`src/rtl/hazard_pkg.sv`:
```
`default_nettype none
// ============================================================================
//  Module   : hazard_pkg
//  Purpose  : Shared constants for the hazard scoreboard: forwarding mux
//             encodings, minimum multi-cycle latency and unit indices.
//  Revision : 1.0  initial release
// ============================================================================
package hazard_pkg;

  // Forwarding mux select codes for the Execute-stage operand muxes
  localparam logic [1:0] FWD_RF = 2'b00;  // register file value
  localparam logic [1:0] FWD_W  = 2'b01;  // ResultW
  localparam logic [1:0] FWD_M  = 2'b10;  // ALUResultM

  // Shortest multi-cycle latency; anything shorter could overtake older
  // single-cycle writes still travelling through Memory/Writeback.
  localparam int MIN_MC_LAT = 3;

  // Multi-cycle unit indices
  localparam int UNIT_FPU    = 0;
  localparam int UNIT_CRYPTO = 1;

  // Forward select from the two stage hits; Memory is younger so it wins.
  function automatic logic [1:0] fwd_code(input logic hit_m, input logic hit_w);
    if (hit_m)      return FWD_M;
    else if (hit_w) return FWD_W;
    else            return FWD_RF;
  endfunction

endpackage
`default_nettype wire

```
`src/rtl/mc_unit_tracker.sv`:
```
`default_nettype none
// ============================================================================
//  Module   : mc_unit_tracker
//  Purpose  : Occupancy tracker for one multi-cycle unit. Holds busy flag,
//             remaining-cycle counter and destination register, and raises
//             a completion request until the arbiter grants it.
//  Ports    : clk, rst (sync, active-low)
//             issue_i/lat_i/rd_i : accepted issue, latency, destination
//             grant_i            : write-back granted this cycle
//             busy_o/req_o/rd_o  : occupied, completing, destination
//  Revision : 1.0  initial release
// ============================================================================
module mc_unit_tracker
  import hazard_pkg::*;
#(
  parameter int REG_ADDR_W = 3,
  parameter int LAT_W      = 4
) (
  input  logic                  clk,
  input  logic                  rst,
  input  logic                  issue_i,
  input  logic [LAT_W-1:0]      lat_i,
  input  logic [REG_ADDR_W-1:0] rd_i,
  input  logic                  grant_i,
  output logic                  busy_o,
  output logic                  req_o,
  output logic [REG_ADDR_W-1:0] rd_o
);

  logic                  busy_q, busy_d;
  logic [LAT_W-1:0]      cnt_q, cnt_d;
  logic [REG_ADDR_W-1:0] rd_q, rd_d;
  logic [LAT_W-1:0]      lat_eff;

  assign lat_eff = (lat_i < LAT_W'(MIN_MC_LAT)) ? LAT_W'(MIN_MC_LAT) : lat_i;

  // The issue cycle itself is the first latency cycle, so the counter is
  // loaded with latency-1 and reaches 1 in the completion cycle N+L-1.
  always_comb begin
    busy_d = busy_q;
    cnt_d  = cnt_q;
    rd_d   = rd_q;
    if (busy_q) begin
      if (cnt_q == LAT_W'(1)) begin
        if (grant_i) busy_d = 1'b0;   // losing units hold at 1
      end else begin
        cnt_d = cnt_q - LAT_W'(1);
      end
    end else if (issue_i) begin
      busy_d = 1'b1;
      cnt_d  = lat_eff - LAT_W'(1);
      rd_d   = rd_i;
    end
  end

  always_ff @(posedge clk) begin
    if (!rst) begin
      busy_q <= 1'b0;
      cnt_q  <= '0;
      rd_q   <= '0;
    end else begin
      busy_q <= busy_d;
      cnt_q  <= cnt_d;
      rd_q   <= rd_d;
    end
  end

  assign busy_o = busy_q;
  assign req_o  = busy_q & (cnt_q == LAT_W'(1));
  assign rd_o   = rd_q;

endmodule
`default_nettype wire

```
`src/rtl/hazard_scoreboard.sv`:
```
`default_nettype none
// ============================================================================
//  Module   : hazard_scoreboard
//  Purpose  : Pipeline hazard unit with forwarding, load-use stall, branch
//             flush and a register scoreboard for variable-latency units.
//  Ports    : Decode/Execute/Memory/Writeback register info in;
//             Forward_A_E/Forward_B_E, StallF/StallD/FlushD/FlushE out;
//             mc_busy and mc_wb_valid/mc_wb_rd/mc_wb_unit (registered) out.
//  Revision : 1.0  initial release
// ============================================================================
module hazard_scoreboard
  import hazard_pkg::*;
#(
  parameter int REG_ADDR_W = 3,
  parameter int NUM_MC     = 2,
  parameter int LAT_W      = 4,
  parameter int UNIT_W     = (NUM_MC > 1) ? $clog2(NUM_MC) : 1
) (
  input  logic                  clk,
  input  logic                  rst,
  input  logic [REG_ADDR_W-1:0] Rs1D,
  input  logic [REG_ADDR_W-1:0] Rs2D,
  input  logic [REG_ADDR_W-1:0] RdD,
  input  logic                  RegwriteD,
  input  logic                  mc_req_D,
  input  logic [UNIT_W-1:0]     mc_unit_D,
  input  logic [REG_ADDR_W-1:0] Rs1E,
  input  logic [REG_ADDR_W-1:0] Rs2E,
  input  logic [REG_ADDR_W-1:0] RdE,
  input  logic                  RegwriteE,
  input  logic                  ResultSrcE0,
  input  logic                  PCSrcE,
  input  logic                  mc_issue_E,
  input  logic [UNIT_W-1:0]     mc_unit_E,
  input  logic [LAT_W-1:0]      mc_lat_E,
  input  logic [REG_ADDR_W-1:0] RdM,
  input  logic [REG_ADDR_W-1:0] RdW,
  input  logic                  RegwriteM,
  input  logic                  RegwriteW,
  output logic [1:0]            Forward_A_E,
  output logic [1:0]            Forward_B_E,
  output logic                  StallF,
  output logic                  StallD,
  output logic                  FlushD,
  output logic                  FlushE,
  output logic [NUM_MC-1:0]     mc_busy,
  output logic                  mc_wb_valid,
  output logic [REG_ADDR_W-1:0] mc_wb_rd,
  output logic [UNIT_W-1:0]     mc_wb_unit
);

  localparam int NUM_REGS = 1 << REG_ADDR_W;

  logic [NUM_REGS-1:0]   pending_q, pending_d;
  logic                  wb_valid_q;
  logic [REG_ADDR_W-1:0] wb_rd_q;
  logic [UNIT_W-1:0]     wb_unit_q;

  logic [NUM_MC-1:0]     busy, req, grant, accept;
  logic [REG_ADDR_W-1:0] unit_rd [NUM_MC];
  logic                  gnt_any;
  logic [UNIT_W-1:0]     gnt_idx;
  logic [REG_ADDR_W-1:0] gnt_rd;

  // RegwriteE is not needed: Execute results are covered by forwarding.
  logic unused_ok;
  assign unused_ok = RegwriteE;

  generate
    for (genvar u = 0; u < NUM_MC; u++) begin : g_unit
      // An issue to a unit that is still busy is dropped.
      assign accept[u] = mc_issue_E & (mc_unit_E == UNIT_W'(u)) & ~busy[u];

      mc_unit_tracker #(
        .REG_ADDR_W(REG_ADDR_W),
        .LAT_W     (LAT_W)
      ) u_trk (
        .clk    (clk),
        .rst    (rst),
        .issue_i(accept[u]),
        .lat_i  (mc_lat_E),
        .rd_i   (RdE),
        .grant_i(grant[u]),
        .busy_o (busy[u]),
        .req_o  (req[u]),
        .rd_o   (unit_rd[u])
      );
    end
  endgenerate

  // Fixed-priority completion arbiter: lowest unit index wins.
  always_comb begin
    grant   = '0;
    gnt_any = 1'b0;
    gnt_idx = '0;
    gnt_rd  = '0;
    for (int u = 0; u < NUM_MC; u++) begin
      if (req[u] && !gnt_any) begin
        grant[u] = 1'b1;
        gnt_any  = 1'b1;
        gnt_idx  = UNIT_W'(u);
        gnt_rd   = unit_rd[u];
      end
    end
  end

  // Retire before set so an issue landing on the same edge wins.
  always_comb begin
    pending_d = pending_q;
    if (gnt_any) pending_d[gnt_rd] = 1'b0;
    if ((|accept) && (RdE != '0)) pending_d[RdE] = 1'b1;
    pending_d[0] = 1'b0;
  end

  always_ff @(posedge clk) begin
    if (!rst) begin
      pending_q  <= '0;
      wb_valid_q <= 1'b0;
      wb_rd_q    <= '0;
      wb_unit_q  <= '0;
    end else begin
      pending_q  <= pending_d;
      wb_valid_q <= gnt_any;
      if (gnt_any) begin
        wb_rd_q   <= gnt_rd;
        wb_unit_q <= gnt_idx;
      end
    end
  end

  // Combinational hazard detection
  logic unit_d_busy, lu_stall, sb_stall, stall;
  logic [1:0] fwd_a, fwd_b;

  always_comb begin
    unit_d_busy = 1'b0;
    for (int u = 0; u < NUM_MC; u++) begin
      if (mc_unit_D == UNIT_W'(u)) unit_d_busy = busy[u];
    end
  end

  assign fwd_a = fwd_code(RegwriteM && RdM != '0 && RdM == Rs1E,
                          RegwriteW && RdW != '0 && RdW == Rs1E);
  assign fwd_b = fwd_code(RegwriteM && RdM != '0 && RdM == Rs2E,
                          RegwriteW && RdW != '0 && RdW == Rs2E);

  assign lu_stall = ResultSrcE0 && (RdE != '0) && (RdE == Rs1D || RdE == Rs2D);

  // Issue shadow covers the cycle before the scoreboard bit is visible.
  assign sb_stall = (mc_issue_E && (RdE != '0) &&
                      (RdE == Rs1D || RdE == Rs2D || (RegwriteD && RdE == RdD)))
                  || pending_q[Rs1D] || pending_q[Rs2D]
                  || (RegwriteD && pending_q[RdD])
                  || (mc_req_D && (unit_d_busy || (mc_issue_E && mc_unit_E == mc_unit_D)));

  assign stall = lu_stall | sb_stall;

  assign Forward_A_E = rst ? fwd_a : FWD_RF;
  assign Forward_B_E = rst ? fwd_b : FWD_RF;
  assign StallF      = rst & stall;
  assign StallD      = rst & stall;
  assign FlushE      = rst & (stall | PCSrcE);
  assign FlushD      = rst & PCSrcE;

  assign mc_busy     = busy;
  assign mc_wb_valid = wb_valid_q;
  assign mc_wb_rd    = wb_rd_q;
  assign mc_wb_unit  = wb_unit_q;

endmodule
`default_nettype wire

```
`config.mk`:
```
export PLATFORM = sky130hd
export DESIGN_NAME = hazard_scoreboard
export DESIGN_NICKNAME = d
export VERILOG_FILES = /design/src/rtl/hazard_pkg.sv /design/src/rtl/mc_unit_tracker.sv /design/src/rtl/hazard_scoreboard.sv
export SDC_FILE = /design/constraint.sdc
export NUM_CORES = 1
export LEC_CHECK = 0
export ABC_AREA = 1
export CORE_MARGIN = 5
export CORE_UTILIZATION = 40
export DETAILED_ROUTE_END_ITERATION = 8
export HOLD_SLACK_MARGIN = 0.1
export PLACE_DENSITY = 0.68
export SETUP_SLACK_MARGIN = 0.2
export SYNTH_ARGS = -nofsm -noshare
export SYNTH_HDL_FRONTEND = slang
export SYNTH_SLANG_ARGS = --single-unit
```
`constraint.sdc`:
```
create_clock -name clk -period 2.14 [get_ports clk]
set_clock_uncertainty 0.2 [all_clocks]
set_input_delay 0.321 -clock clk [delete_from_list [all_inputs] [get_ports clk]]
set_output_delay 0.321 -clock clk [all_outputs]
set_load 0.02 [all_outputs]
```
Word-level counts from Yosys, hierarchy flattened
Index checks and enable logic that the tools add are counted.
- $lt $le $gt $ge: 8
- multiplexer cells: 39
- reductions and logical operators: 36
- equal/unequal tests: 12
- add/sub/neg operators: 3
- bitwise logic cells: 17
- operator list (cell ; count):
    $mux W4 ; 7
    $eq A3 B3 Y1 ; 7
    $lt A3 B4 Y1 const B ; 5
    $mux W1 ; 19
    $logic_and A1 B1 Y1 ; 18
    $mux W8 ; 2
    $sub A4 B1 Y4 const B ; 3
    $and A1 B1 Y1 ; 9
    $bmux W1 S3 ; 3
    $reduce_bool A3 Y1 ; 3
    $and A8 B8 Y8 ; 1
    $eq A4 B1 Y1 const B ; 2
    $mux W2 ; 4
    $not A8 Y8 ; 1
    $or A8 B8 Y8 ; 1
    $reduce_and A2 Y1 ; 4
    $logic_or A1 B1 Y1 ; 7
    $demux W1 S3 ; 2
    $ge A3 B1 Y1 const B ; 2
    $mux W3 ; 2
    $lt A4 B2 Y1 const B ; 1
    $ne A2 B2 Y1 const B ; 2
    $reduce_bool A2 Y1 ; 2
    $not A1 Y1 ; 3
    other kinds (4) ; 5
- register bits after elaboration: 29
- logic and storage cells: 126
- input port bits: 40

Logic depth before layout (Yosys ltp)
- word-level depth: 15
- depth in mapped cells: 13

Modules after synthesis
Synthesis repeated with hierarchy kept, for this count alone.
- cell total of the unflattened synthesis: 350
- area total of the unflattened synthesis: 2163.3 um^2
- modules (own cells, without submodules) (module ; instances ; sequential area each (um^2) ; area each (um^2) ; cells each):
    hazard_scoreboard ; 1 ; 240.2 ; 1192.4 ; 206
    mc_unit_tracker ; 2 ; 160.2 ; 485.5 ; 72

Worst setup path before layout
OpenSTA, ideal clock, no wires.
- path type: input port to output port
- start: in RdE[1]
- end: out StallF
- arrival time: 1.390 ns
- path slack: 0.229 ns
- stages: 12
- required time: 1.619 ns
- path buffers: 2
- cells stage by stage: buf_2 > inv_1 > nand2_1 > nand2_1 > nor2_1 > nand3_1 > nand3_1 > nand2_1 > nand2_1 > nand2_1 > inv_1 > buf_4
- word-level cells in the longest chain between the ends: 10
- elaborated cells on any way between the ends: 17
- ends and longest elaborated chain (element ; line ; source):
    start: declaration ; hazard_scoreboard.sv:29 ; input logic [REG_ADDR_W-1:0] RdE,
    $eq A3 B3 Y1 (on tied branches) ; hazard_scoreboard.sv:147, hazard_scoreboard.sv:151 ;
    $logic_or A1 B1 Y1 / $logic_and A1 B1 Y1 (equally long branches) ; hazard_scoreboard.sv:147, hazard_scoreboard.sv:151 ;
    $logic_or A1 B1 Y1 ; hazard_scoreboard.sv:151 ; (RdE == Rs1D || RdE == Rs2D || (RegwriteD && RdE == RdD)))
    $logic_and A1 B1 Y1 ; hazard_scoreboard.sv:150 ; assign sb_stall = (mc_issue_E && (RdE != '0) &&
    $logic_or A1 B1 Y1 (2 in a row) ; hazard_scoreboard.sv:152 ; || pending_q[Rs1D] || pending_q[Rs2D]
    $logic_or A1 B1 Y1 ; hazard_scoreboard.sv:153 ; || (RegwriteD && pending_q[RdD])
    $logic_or A1 B1 Y1 ; hazard_scoreboard.sv:154 ; || (mc_req_D && (unit_d_busy || (mc_issue_E && mc_unit_E == mc_unit_D)));
    $or A1 B1 Y1 (*) ; hazard_scoreboard.sv:156 ; assign stall = lu_stall | sb_stall;
    $and A1 B1 Y1 (*) ; -- ;
    end: declaration ; hazard_scoreboard.sv:42 ; output logic StallF,
Mark *: on every way between the ends. The rest lies on a longest branch, timed or not.

Worst setup path in the final report
- start: in ResultSrcE0
- end: out FlushE
- word-level cells in the longest chain between the ends: 5
- ends and longest elaborated chain (element ; line ; source):
    start: declaration ; hazard_scoreboard.sv:31 ; input logic ResultSrcE0,
    $logic_and A1 B1 Y1 (2 in a row) ; hazard_scoreboard.sv:147 ; assign lu_stall = ResultSrcE0 && (RdE != '0) && (RdE == Rs1D || RdE == Rs2D);
    $or A1 B1 Y1 ; hazard_scoreboard.sv:156 ;
    $or A1 B1 Y1 ; hazard_scoreboard.sv:162 ; assign FlushE = rst & (stall | PCSrcE);
    $and A1 B1 Y1 ; hazard_scoreboard.sv:162 ;
    end: declaration ; hazard_scoreboard.sv:45 ; output logic FlushE,
No other way between the ends.

==> flow_metrics.py <==
metrics = {
    "route": {
        "ant_nets": 0,
        "dr.pass1.iters": 4,
        "vias_per_cell": 4.780,
        "vias": 2280,
        "routed_wl_mm": 5.620,
        "detail_route.wl_per_cell_um": 11.78,
        "first_iter_violations": 78,
        "drc": 0,
    },
    "global_routing": {
        "gr-usage-met2_pct": 30.30,
        "grt_util_met3_pct": 1.441,
        "grt_usage_pct": 17.24,
        "grt_max_degree": 15,
        "grt_antenna_before_repair": 0,
        "grt_overflow": 0,
        "grt-busiest-layer": "met2",
        "met1_usage_pct": 22.60,
        "grt_pass1_vias": 2058,
        "grt_pass1_wl_mm": 9.073,
    },
    "final_layout": {
        "drive_above_1_share_pct": 27.07,
        "fin_area_um2": 2914,
        "syn_to_final_growth_pct": 45.29,
        "num_antenna_cells": 0,
        "layout.nets": 457,
    },
    "placed_design": {
        "port_buffers": 53,
        "placed_cell_area_um2": 2754,
        "gp_congestion": 0.8842,
        "hpwl_mm": 4.493,
        "dp_slack_ns": -0.5954,
    },
    "sta": {
        "fmax_ghz": 0.5132,
        "finalCritPeriodShare_pct": 91.06,
        "setup_viol": 0,
        "slew_headroom_pct": 74.83,
        "timing.final.ws_setup_ns": 0.1913,
        "hold_violations": 0,
        "worstMarginPinSlew_ns": 0.3763,
        "slew_viol_final": 0,
        "min_period_ns": 1.949,
        "rsz0062_at_grt": "yes",
    },
    "cts": {
        "root_buffer": "clkbuf_8",
        "h-tree-depth": 1,
        "cts.sinks": 28,
        "cts_buffer_depth": 2,
        "cts.clk_slew.worst_paths_ns": 0.09,
        "cts_tree": "done",
        "cts_buffers": 3,
        "clk_latency_ns": 0.27,
    },
    "setup_path": {
        "arrival_ns": 1.43,
        "r2r-end": "g_unit[1].u_trk.cnt_q[0]",
        "critical_path_class": "primary input to output port",
        "worstPathRequired_ns": 1.62,
        "worstRegToRegCells": 13,
        "r2r_setup_slack_ns": 0.27,
        "startpoint_type": "primary input",
        "timing.rr.start": "g_unit[1].u_trk.busy_o",
        "path_max_fanout": 2,
        "critPathCaptureType": "output port",
        "startpoint": "ResultSrcE0",
    },
    "run_status": {
        "status": "complete, no violations",
    },
    "synthesis": {
        "synth-seq-cells": 28,
        "yosysUniqueCellTypes": 27,
        "syn_nets": 374,
        "synth_edf_count": 0,
        "ys_warn_count": 0,
        "yosysTopAreaCell": "dfxtp_1",
        "syn_avg_cell_area_um2": 6.096,
        "synth.top_cell.area_share_pct": 27.95,
        "synthTopCellsByCount": "98 x nand2_1, 49 x inv_1, 28 x dfxtp_1",
        "synthArstFlopShare_pct": 0,
        "synth_area_um2": 2006,
        "syn_inst": 329,
        "ys_seq_area_share_pct": 27.95,
        "synth_top_flop_cell": "dfxtp_1",
        "synth.most_common_cell": "nand2_1",
        "synthTopCellsByArea": "dfxtp_1 28%, nand2_1 18%, inv_1 9.2%",
    },
    "pwr": {
        "ir_drop_mv": 0.2083,
        "power.density_nw_per_um2": 459.5,
        "leakage_nw": 1.452,
    },
    "hold_path": {
        "hold_depth": 2,
        "hold_class": "flop to flop",
        "min_from": "g_unit[0].u_trk.rd_o[1]",
        "min_to": "g_unit[0].u_trk.rd_o[1]",
    },
    "floorplanning": {
        "dieHeight_um": 80.81,
        "start_util_pct": 41.91,
        "pin_count": 55,
        "die_w_um": 80.81,
        "num_rows": 25,
        "dieArea_um2": 6530,
        "core_um2": 4786,
    },
    "job": {
        "maxCapViolCount": 0,
    },
}
-- layout make-up --
class | instances | area, µm²
fill | 484 | 1872
multi-input combinational | 241 | 1294
timing repair buffer | 88 | 734.5
sequential | 28 | 570.5
inverter | 50 | 190.2
tap | 67 | 83.83
clock buffer | 3 | 41.29
-- how the worst max path moves through the flow --
| stage | endpoint | slack (ns) | cells past startpoint |
|---|---|---|---|
| 4_1_cts | StallF | 0.13 | 10 |
| 5_1_grt | FlushE | 0.06 | 11 |
| 3_3_place_gp | StallF | -0.61 | 12 |
| 6_report | FlushE | 0.19 | 10 |
| 2_1_floorplan | StallF | 0.23 | 12 |
| 3_5_place_dp | StallF | -0.60 | 12 |
-- routing by layer --
layer / vias up / part of all wire (%)
met5: - / 0
met4: 0 / 0.59
met3: 4 / 4.3
met2: 49 / 48
met1: 1008 / 47
li1: 1219 / -
-- power by group --
group	switching [W]	internal, W
clock	0.000160	0.000126
sequential	0.0000277	0.000556
combinational	0.000246	0.000224
total	0.000433	0.000906
-- cell families after synthesis --
logic type	synth area share, %
and+or+nand+nor	36.06
xor gates and xnor gates	6.987
adders and majority gates	3.119
buffers and inverters	12.04
DFF	27.95
AOI/OAI and AO/OA	13.85
-- layout by cell type, fill, tap and decap left out, types with 11 or more instances in the layout --
cell	instances
a21oi_1	20
buf_4	37
clkdlybuf4s50_1	17
dfxtp_1	20
dlygate4sd2_1	15
inv_1	30
inv_2	19
nand2_1	92
nand3_1	21
nor2_1	24
o21ai_0	11
xor2_1	11
-- state kept, by name (all words and copies together), names as in the netlist --
register	count
pending_q	7
g_unit.u_trk.cnt_q	8
mc_wb_valid	1
mc_wb_unit	1
g_unit.u_trk.busy_o	2
mc_wb_rd	3
g_unit.u_trk.rd_o	6
-- per-stage QoR --
stage / instances / util (%) / setup TNS [ns] / total power [W] / hold slack [ns]
finish: 477 / 60.89 / 0 / 0.001339 / 0.2515
global route: 477 / 60.89 / 0 / 0.001422 / 0.2866
CTS: 473 / 58.90 / 0 / 0.001321 / 0.2500
detailed placement: 464 / 57.54 / -3.329 / 0.001034 / 0.2363
global placement: 464 / 57.54 / -3.339 / 0.001028 / 0.2335
floorplan: 329 / - / 0 / 0.0008374 / 0.2231
-- timing repair --
item / 4_1_cts / 5_1_grt
setup endpoints to repair: 8 / 20
gates resized for setup: 87 / 62
buffers inserted: 6 / 4
hold buffers: 0 / 0
pin swaps: 16 / 15
-- worst max-delay path, stage by stage --
cell and delay [ns]:
clkdlybuf4s50_1 0.45, inv_1 0.05, a21oi_2 0.13, nand2_1 0.06
nand2_1 0.07, nor2_2 0.03, nand2_1 0.07, nand2_2 0.06
nand2_2 0.07, buf_6 0.11
(Power assumes the default switching activity.)
